**src/rtl/pacman_pkg.sv**
```systemverilog
// Shared encodings, grid geometry and small helpers for the Pac-Man movement block.
package pacman_pkg;

  typedef enum logic [1:0] {
    DIR_L = 2'd0,
    DIR_R = 2'd1,
    DIR_U = 2'd2,
    DIR_D = 2'd3
  } dir_e;

  localparam int LEGAL_L   = 3;
  localparam int LEGAL_R   = 2;
  localparam int LEGAL_U   = 1;
  localparam int LEGAL_D   = 0;

  localparam int GRID_X0   = 150;
  localparam int GRID_Y0   = 34;
  localparam int CELL      = 60;
  localparam int CELL_MID  = 30;
  localparam int GRID_COLS = 8;
  localparam int GRID_ROWS = 8;

  // One axis of the position: grid index plus pixel offset inside the cell.
  typedef struct packed {
    logic [2:0] idx;
    logic [5:0] off;
  } axis_t;

  // L<->R and U<->D differ only in bit 0 of the encoding.
  function automatic dir_e reverse(input dir_e d);
    return dir_e'(d ^ 2'b01);
  endfunction

  function automatic logic [1:0] legal_idx(input dir_e d);
    case (d)
      DIR_L:   return 2'(LEGAL_L);
      DIR_R:   return 2'(LEGAL_R);
      DIR_U:   return 2'(LEGAL_U);
      default: return 2'(LEGAL_D);
    endcase
  endfunction

  // Move one axis by step pixels, carrying into the neighbouring cell.
  function automatic axis_t advance(input axis_t a, input logic neg, input int step);
    axis_t      r;
    logic [6:0] s;
    r = a;
    s = 7'(a.off) + 7'(step);
    if (neg) begin
      if (a.off < 6'(step)) begin
        r.off = a.off + 6'(CELL - step);
        r.idx = a.idx - 3'd1;
      end else begin
        r.off = a.off - 6'(step);
      end
    end else if (s >= 7'(CELL)) begin
      r.off = 6'(s - 7'(CELL));
      r.idx = a.idx + 3'd1;
    end else begin
      r.off = s[5:0];
    end
    return r;
  endfunction

  function automatic logic [9:0] pix(input int base, input logic [2:0] idx,
                                     input logic [5:0] off);
    return 10'(base) + 10'(idx) * 10'(CELL) + 10'(off);
  endfunction

endpackage

```
**src/rtl/pacman_dir_queue.sv**
```systemverilog
// Latches the highest-priority pressed direction until the mover consumes it.
module pacman_dir_queue
  import pacman_pkg::*;
(
  input  logic clk,
  input  logic rst,
  input  logic btn_l_i,
  input  logic btn_r_i,
  input  logic btn_u_i,
  input  logic btn_d_i,
  input  logic consume_i,
  output logic pend_valid_o,
  output dir_e pend_dir_o
);

  logic pend_valid_q, pend_valid_d;
  dir_e pend_dir_q, pend_dir_d;

  // Outputs are the post-button view so a same-cycle press can be taken on a tick.
  always_comb begin
    pend_valid_d = pend_valid_q;
    pend_dir_d   = pend_dir_q;
    if (btn_l_i) begin
      pend_valid_d = 1'b1;
      pend_dir_d   = DIR_L;
    end else if (btn_r_i) begin
      pend_valid_d = 1'b1;
      pend_dir_d   = DIR_R;
    end else if (btn_u_i) begin
      pend_valid_d = 1'b1;
      pend_dir_d   = DIR_U;
    end else if (btn_d_i) begin
      pend_valid_d = 1'b1;
      pend_dir_d   = DIR_D;
    end
  end

  assign pend_valid_o = pend_valid_d;
  assign pend_dir_o   = pend_dir_d;

  always_ff @(posedge clk) begin
    if (rst) begin
      pend_valid_q <= 1'b0;
      pend_dir_q   <= DIR_L;
    end else begin
      pend_valid_q <= pend_valid_d & ~consume_i;
      pend_dir_q   <= pend_dir_d;
    end
  end

endmodule

```
**src/rtl/pacman_mover.sv**
```systemverilog
// Owns Pac-Man's grid position: turns/stops at cell centres, steps once per tick.
module pacman_mover
  import pacman_pkg::*;
#(
  parameter int START_COL = 3,
  parameter int START_ROW = 6,
  parameter int STEP      = 2
) (
  input  logic       clk,
  input  logic       rst,
  input  logic       tick,
  input  logic       btn_l,
  input  logic       btn_r,
  input  logic       btn_u,
  input  logic       btn_d,
  input  logic [3:0] legal,
  output logic [9:0] xpos,
  output logic [9:0] ypos,
  output logic [1:0] dir,
  output logic       moving
);

  logic [2:0] col_q, col_d, row_q, row_d;
  logic [5:0] off_x_q, off_x_d, off_y_q, off_y_d;
  dir_e       dir_q, dir_d, step_dir;
  logic       moving_q, moving_d;
  logic [9:0] xpos_q, ypos_q;
  logic       consume, step_en, at_centre;
  logic       pend_valid;
  dir_e       pend_dir;
  axis_t      ax_x, ax_y;

  pacman_dir_queue u_queue (
    .clk          (clk),
    .rst          (rst),
    .btn_l_i      (btn_l),
    .btn_r_i      (btn_r),
    .btn_u_i      (btn_u),
    .btn_d_i      (btn_d),
    .consume_i    (consume),
    .pend_valid_o (pend_valid),
    .pend_dir_o   (pend_dir)
  );

  // Grid edges are walls whatever the lookup reports.
  function automatic logic can_go(input dir_e d, input logic [3:0] lg,
                                  input logic [2:0] c, input logic [2:0] r);
    logic edge_ok;
    case (d)
      DIR_L:   edge_ok = (c != 3'd0);
      DIR_R:   edge_ok = (c != 3'(GRID_COLS - 1));
      DIR_U:   edge_ok = (r != 3'd0);
      default: edge_ok = (r != 3'(GRID_ROWS - 1));
    endcase
    return edge_ok & lg[legal_idx(d)];
  endfunction

  assign at_centre = (off_x_q == 6'(CELL_MID)) && (off_y_q == 6'(CELL_MID));

  always_comb begin
    dir_d    = dir_q;
    moving_d = moving_q;
    consume  = 1'b0;
    step_en  = 1'b0;
    step_dir = dir_q;
    if (tick) begin
      if (at_centre) begin
        if (pend_valid && can_go(pend_dir, legal, col_q, row_q)) begin
          dir_d    = pend_dir;
          moving_d = 1'b1;
          consume  = 1'b1;
          step_en  = 1'b1;
          step_dir = pend_dir;
        end else if (moving_q && can_go(dir_q, legal, col_q, row_q)) begin
          step_en  = 1'b1;
        end else begin
          moving_d = 1'b0;
        end
      end else if (pend_valid && pend_dir == reverse(dir_q)) begin
        dir_d    = pend_dir;
        consume  = 1'b1;
        step_en  = 1'b1;
        step_dir = pend_dir;
      end else begin
        step_en  = 1'b1;
      end
    end
  end

  // Only the heading's axis moves; the other offset stays at the cell middle.
  always_comb begin
    ax_x = '{idx: col_q, off: off_x_q};
    ax_y = '{idx: row_q, off: off_y_q};
    if (step_en) begin
      case (step_dir)
        DIR_L:   ax_x = advance(ax_x, 1'b1, STEP);
        DIR_R:   ax_x = advance(ax_x, 1'b0, STEP);
        DIR_U:   ax_y = advance(ax_y, 1'b1, STEP);
        default: ax_y = advance(ax_y, 1'b0, STEP);
      endcase
    end
    col_d   = ax_x.idx;
    off_x_d = ax_x.off;
    row_d   = ax_y.idx;
    off_y_d = ax_y.off;
  end

  always_ff @(posedge clk) begin
    if (rst) begin
      col_q    <= 3'(START_COL);
      row_q    <= 3'(START_ROW);
      off_x_q  <= 6'(CELL_MID);
      off_y_q  <= 6'(CELL_MID);
      dir_q    <= DIR_L;
      moving_q <= 1'b0;
      xpos_q   <= pix(GRID_X0, 3'(START_COL), 6'(CELL_MID));
      ypos_q   <= pix(GRID_Y0, 3'(START_ROW), 6'(CELL_MID));
    end else begin
      col_q    <= col_d;
      row_q    <= row_d;
      off_x_q  <= off_x_d;
      off_y_q  <= off_y_d;
      dir_q    <= dir_d;
      moving_q <= moving_d;
      xpos_q   <= pix(GRID_X0, col_d, off_x_d);
      ypos_q   <= pix(GRID_Y0, row_d, off_y_d);
    end
  end

  assign xpos   = xpos_q;
  assign ypos   = ypos_q;
  assign dir    = dir_q;
  assign moving = moving_q;

endmodule

```
**config.mk**
```make
export PLATFORM = sky130hd
export DESIGN_NAME = pacman_mover
export DESIGN_NICKNAME = d
export VERILOG_FILES = /design/src/rtl/pacman_pkg.sv /design/src/rtl/pacman_dir_queue.sv /design/src/rtl/pacman_mover.sv
export SDC_FILE = /design/constraint.sdc
export NUM_CORES = 1
export LEC_CHECK = 0
export BUFFER_PORTS_ARGS = -buffer_cell sky130_fd_sc_hd__buf_2
export CAP_MARGIN = 40
export CORE_MARGIN = 5
export CORE_UTILIZATION = 45
export CTS_BUF_LIST = sky130_fd_sc_hd__clkbuf_8
export DETAILED_ROUTE_END_ITERATION = 10
export PLACE_DENSITY_LB_ADDON = 0.08
export SLEW_MARGIN = 20
export SYNTH_ARGS = -nofsm -noshare
export SYNTH_HDL_FRONTEND = slang
export SYNTH_SLANG_ARGS = --single-unit
```
**constraint.sdc**
```tcl
create_clock -name clk -period 7 [get_ports clk]
set_input_delay 1.05 -clock clk [delete_from_list [all_inputs] [get_ports clk]]
set_output_delay 1.05 -clock clk [all_outputs]
set_load 0.1 [all_outputs]
```
# --- After elaboration in Yosys (flattened, before gate mapping) ---
# Index checks and enable logic that the tools add are counted.
classes:
  add_sub_neg: 16
  multipliers: 2
  magnitude_cmp: 6
  n_eq_ne: 12
  n_mux: 52
  bitwise: 5
  n_reduce_logical: 11
op_table:
  columns: ["op", "count"]
  rows:
  - ["9-bit one-hot mux with 2 select lines", 2]
  - ["2-bit 2-to-1 mux", 13]
  - ["6-bit 2-to-1 mux", 4]
  - ["1-bit 2-to-1 mux", 21]
  - ["10-bit by 6-bit adder with 10-bit output", 2]
  - ["9-bit 2-to-1 mux", 2]
  - ["6-bit by 2-bit adder with 7-bit output, second input constant", 2]
  - ["7-bit by 6-bit greater-or-equal comparator with 1-bit output, second input constant", 2]
  - ["3-bit by 4-bit multiplier with 7-bit output, second input constant", 2]
  - ["6-bit adder, second input constant", 2]
  - ["6-bit by 5-bit equality test with 1-bit output, second input constant", 2]
  - ["6-bit by 2-bit less-than comparator with 1-bit output, second input constant", 2]
  - ["3-bit 2-to-1 mux", 4]
  - ["2-bit one-hot mux with 3 select lines", 2]
  - ["6-bit by 2-bit subtractor with 6-bit output, second input constant", 2]
  - ["6-bit subtractor, second input constant", 2]
  - ["6-bit by 9-bit adder with 10-bit output, first input constant", 1]
  - ["8-bit by 9-bit adder with 10-bit output, first input constant", 1]
  - ["3-bit by 1-bit adder with 3-bit output, second input constant", 2]
  - ["2-bit by 1-bit equality test with 1-bit output, second input constant", 3]
  - ["2-bit equality test, second input constant", 3]
  - ["2-bit zero test", 3]
  - ["2-bit by 3-bit less-than comparator with 1-bit output, second input constant", 2]
  - ["3-bit inequality test, second input constant", 2]
  - ["11 further kinds", 21]
totals:
  register_bits: 44
  input_bits: 11
  out_inout_bits: 23
  word_cells: 114

# --- Longest topological paths before layout ---
depth:
  word_depth: 27
  ltp_mapped: 26
  depth_no_buf: 24

# --- Hierarchy ---
# Synthesis repeated with hierarchy kept, for this count alone.
unflattened:
  hier_cells: 419
  hier_area_um2: 3628.5
modules_own_cells:
  columns: ["module", "instances", "cells_each", "area_per_inst_um2", "seq_area_each_um2"]
  rows:
  - ["pacman_mover", 1, 405, 3493.4, 740.7]
  - ["pacman_dir_queue", 1, 14, 135.1, 60.1]

# --- Worst setup path after synthesis ---
# OpenSTA, ideal clock, no wires.
synth_timing:
  path_type: "in2reg"
  from: "in btn_l"
  to: "reg ypos_q[8], in the netlist ypos[8]"
  setup_time_ns: 0.130
  arrival_time_ns: 5.411
  t_required_ns: 6.870
  slack_ns: 1.460
  path_stages: 20
  cell_sequence: "or2_4 or4_1 a41o_1 o31a_1 and3_4 o22a_1 o211ai_2 inv_1 fa_1 ha_1 fa_1 inv_1 ha_1 inv_1 ha_1 a21oi_1 nor2b_1 a21oi_1 xnor2_1 nand2_1"
synth_rtl:
  columns: ["item", "line_no", "rtl"]
  rows:
  - ["start, declared", "pacman_mover.sv:12", "input logic btn_l,"]
  - ["end signal, assigned", "pacman_mover.sv:117", "ypos_q <= pix(GRID_Y0, 3'(START_ROW), 6'(CELL_MID));"]
  - ["end signal, assigned", "pacman_mover.sv:126", "ypos_q <= pix(GRID_Y0, row_d, off_y_d);"]
  - ["end, declared", "pacman_mover.sv:27", "logic [9:0] xpos_q, ypos_q;"]

==> results_dict.tcl <==
set metrics [dict create \
    synthFlopType "sky130_fd_sc_hd__dfxtp_1" \
    proportion_of_register_bits_with_asynchronous_set_or_reset_after_synthesis 0 \
    row_count 32 \
    clkSlewWorstSetupHoldPaths_ns 0.08 \
    global_route.overflow_total 0 \
    synth_top_cell_area_share 0.2228 \
    synth-warning-count 0 \
    sw_frac_of_total 0.5321 \
    detailedPlacementHpwl_um 6347 \
    worst-slew-pin-transition_ns 0.5622 \
    postSynthCellCount 417 \
    via_count_of_the_first_global_routing_pass 3008 \
    critPathCaptureType "flip-flop" \
    critical_path_required_ns 7.17 \
    fp.dieH_um 99.36 \
    setup.worst_path.start_class "primary input" \
    cellLeakagePower_nw 1.765 \
    detail_route.wirelength_um 8077 \
    share_seq_of_total_power 0.174 \
    design.portCount 34 \
    cts_hold_buf 0 \
    antenna_found_initial 0 \
    cts_buffers 5 \
    drt-wirelength-per-cell_um 14.77 \
    drt.antenna.violating_nets 0 \
    drive_gt1_frac 0.1438 \
    post_drt_via_cell_ratio 5.506 \
    preCtsSetupSlack_ns 0.9540 \
    netSwitchingPower_mw 1.044 \
    filler_cell_count 780 \
    worstPathArrival_ns 5.92 \
    num_vias 3012 \
    synthToLayoutAreaGrowth_pct 8.565 \
    cts_max_level 2 \
    ys_seq_area_frac 0.2228 \
    post-route-period-util 0.8206 \
    initial_core_utilization 0.4626 \
    maxClockFrequency_ghz 0.1741 \
    ratio_of_total_power_to_cell_area_nw_per_um2 503.1 \
    worst_ir_drop_vdd_v 0.0004397 \
    grt_first_pass_wirelength_um 13950 \
    drt_iter0_drc 104 \
    yosys-top-cells-area "sky130_fd_sc_hd__dfxtp_1 22%, sky130_fd_sc_hd__ha_1 18%, sky130_fd_sc_hd__fa_1 4.5%, sky130_fd_sc_hd__xnor2_1 3.9%, sky130_fd_sc_hd__inv_1 3.7%" \
    relSlewSlack 0.6229 \
    grt_start_max_net_pins 22 \
    unrepaired_setup_endpoints_after_global_routing "false" \
    worst_skew_pair.late_latency_ns 0.29 \
    hp-class "flip-flop to flip-flop" \
    slew_viol_final 0 \
    antennaDiodeCount 0 \
    synth-edff-count 0 \
    internal_power_uw 918.4 \
    netlist_area_um2 3593 \
    clock_skew_ns 0.01161 \
    gpl.final_weighted_congestion 0.8371 \
    drt-pass1-iter-count 4 \
    nNetsFinal 514 \
    detail_route.drc_violations 0 \
    finalNonFillerCells 547 \
    worst-setup-path-type "primary input to flip-flop" \
    run_status "finished clean" \
    synth.ff_latch_count 40 \
    clockPowerShare 0.078 \
    timing_hold_violations_final 0 \
    layout_setup_ws_ns 1.255 \
    syn_area_per_cell_um2 8.617 \
    totalPowerFinal_mw 1.963 \
    die-area_um2 9872 \
    root_buffer "sky130_fd_sc_hd__clkbuf_8" \
    report.final.setup_viol 0 \
    die_w_um 99.36 \
    port_buffers 31 \
    p_comb_frac 0.748 \
    yosys.cell_types.count 72 \
    grtUsageTotal 0.1690 \
    ctsResizeCount 0 \
    cts_setup_buffers 0 \
    clock_sink_count 40 \
    setup_tns_ns 0 \
    core_um2 7767 \
    cts_tree "yes" \
    finalCriticalPeriod_ns 5.745 \
    max-cap-violations 0 \
    synth.largest_area_cell "sky130_fd_sc_hd__dfxtp_1" \
    place.detailed.instances 539 \
    crit_fanout 6 \
    clockBufferDepth 2 \
]
## registers in the layout, summed over array words and instances, names as in the netlist
signal and cells:
xpos 9, ypos 9, off_x_q 5, off_y_q 5, col_q 3, row_q 3, dir 2, u_queue.pend_dir_q 2
moving 1, u_queue.pend_valid_q 1
## layer usage
metal / GRT usage / part of all wire / vias up
met5: 0 / 0 / -
met4: 0.03676 / 0.0076 / 0
met3: 0.03506 / 0.039 / 6
met2: 0.2805 / 0.46 / 54
met1: 0.2265 / 0.49 / 1420
li1: - / - / 1532
## final cells by class
| class | count | area, µm² | share of cell area |
|---|---|---|---|
| multi-input cells | 330 | 2597 | 0.6658 |
| flip-flops and latches | 40 | 800.8 | 0.2053 |
| repair buffers | 31 | 155.1 | 0.03977 |
| inverters | 36 | 135.1 | 0.03464 |
| well taps | 102 | 127.6 | 0.03271 |
| clock buffers | 5 | 68.82 | 0.01764 |
| clock inverters | 3 | 16.27 | 0.004169 |
## worst paths after layout
| path | cells past startpoint | slack, ns | endpoint | startpoint |
|---|---|---|---|---|
| hold reg to reg | 2 | 0.55 | moving | moving |
| hold / removal | 2 | 0.55 | moving | moving |
| setup / recovery | 20 | 1.26 | ypos[7] | btn_l |
| setup reg to reg | 22 | 1.29 | ypos[7] | off_y_q[2] |
## power by group through the flow
stage | sequential (mW) | clock, mW | combinational [mW]
4_1_cts | 0.342 | 0.161 | 1.48
3_3_place_gp | 0.345 | 0 | 1.46
2_1_floorplan | 0.567 | 0 | 1.00
5_1_grt | 0.350 | 0.171 | 1.66
3_5_place_dp | 0.346 | 0 | 1.47
6_report | 0.342 | 0.153 | 1.47
## cells by family (layout without fill, tap and decap cells)
kind of cell / Yosys count / in the layout / synth area share
buffers and inverters: 48 / 75 / 0.05536
multiplexers: 9 / 9 / 0.02681
adder cells (fa/ha/maj): 59 / 59 / 0.2221
other: 1 / 2 / 0.001044
AND/OR/NAND/NOR: 136 / 136 / 0.2047
flip-flops: 40 / 40 / 0.2228
XOR/XNOR: 24 / 24 / 0.06059
AO/OA/AOI/OAI: 100 / 100 / 0.2065
## stage by stage
step,util,hold WS (ns),cell area (µm²)
2_1_floorplan,-,0.5396,3597
3_3_place_gp,0.4913,0.5323,3816
3_5_place_dp,0.4913,0.5515,3816
4_1_cts,0.5023,0.5639,3901
5_1_grt,0.5023,0.5910,3901
6_report,0.5023,0.5523,3901
## synth_stat cells (all sizes together) (9+ instances only)
| cell type | number |
|---|---|
| dfxtp | 40 |
| a31oi | 9 |
| xnor2 | 17 |
| ha | 51 |
| nor2 | 31 |
| a21oi | 21 |
| inv | 35 |
| nand2 | 28 |
| nor2b | 13 |
| o21ai | 18 |
| nor3 | 9 |
## cell usage in the layout, fill, tap and decap left out, types with 8 or more instances in the layout
cell type	netlist	routed
sky130_fd_sc_hd__nand2_1	27	27
sky130_fd_sc_hd__nor3_1	8	8
sky130_fd_sc_hd__a21oi_1	19	19
sky130_fd_sc_hd__o21ai_0	13	13
sky130_fd_sc_hd__ha_1	51	51
sky130_fd_sc_hd__dfxtp_1	40	40
sky130_fd_sc_hd__fa_1	8	8
sky130_fd_sc_hd__xnor2_1	16	16
sky130_fd_sc_hd__inv_1	35	37
sky130_fd_sc_hd__a31oi_1	9	9
sky130_fd_sc_hd__nor2b_1	13	13
sky130_fd_sc_hd__nand3_1	8	8
sky130_fd_sc_hd__nor2_1	30	30
sky130_fd_sc_hd__buf_2	0	31
## worst max-delay path, stage by stage
cell and delay (ns):
sky130_fd_sc_hd__buf_2 0.12, sky130_fd_sc_hd__or2_4 0.27, sky130_fd_sc_hd__or4_1 0.54, sky130_fd_sc_hd__o31ai_4 0.16, sky130_fd_sc_hd__o31ai_2 0.20, sky130_fd_sc_hd__o21ai_1 0.32
sky130_fd_sc_hd__a21oi_1 0.18, sky130_fd_sc_hd__xnor2_1 0.47, sky130_fd_sc_hd__fa_1 0.58, sky130_fd_sc_hd__ha_1 0.26, sky130_fd_sc_hd__fa_1 0.48, sky130_fd_sc_hd__inv_1 0.04
sky130_fd_sc_hd__ha_1 0.26, sky130_fd_sc_hd__inv_1 0.04, sky130_fd_sc_hd__ha_1 0.29, sky130_fd_sc_hd__inv_1 0.09, sky130_fd_sc_hd__o21bai_1 0.09, sky130_fd_sc_hd__a21oi_1 0.23
sky130_fd_sc_hd__xor2_1 0.18, sky130_fd_sc_hd__nand2_1 0.06
Power figures use the tool's default switching activity.
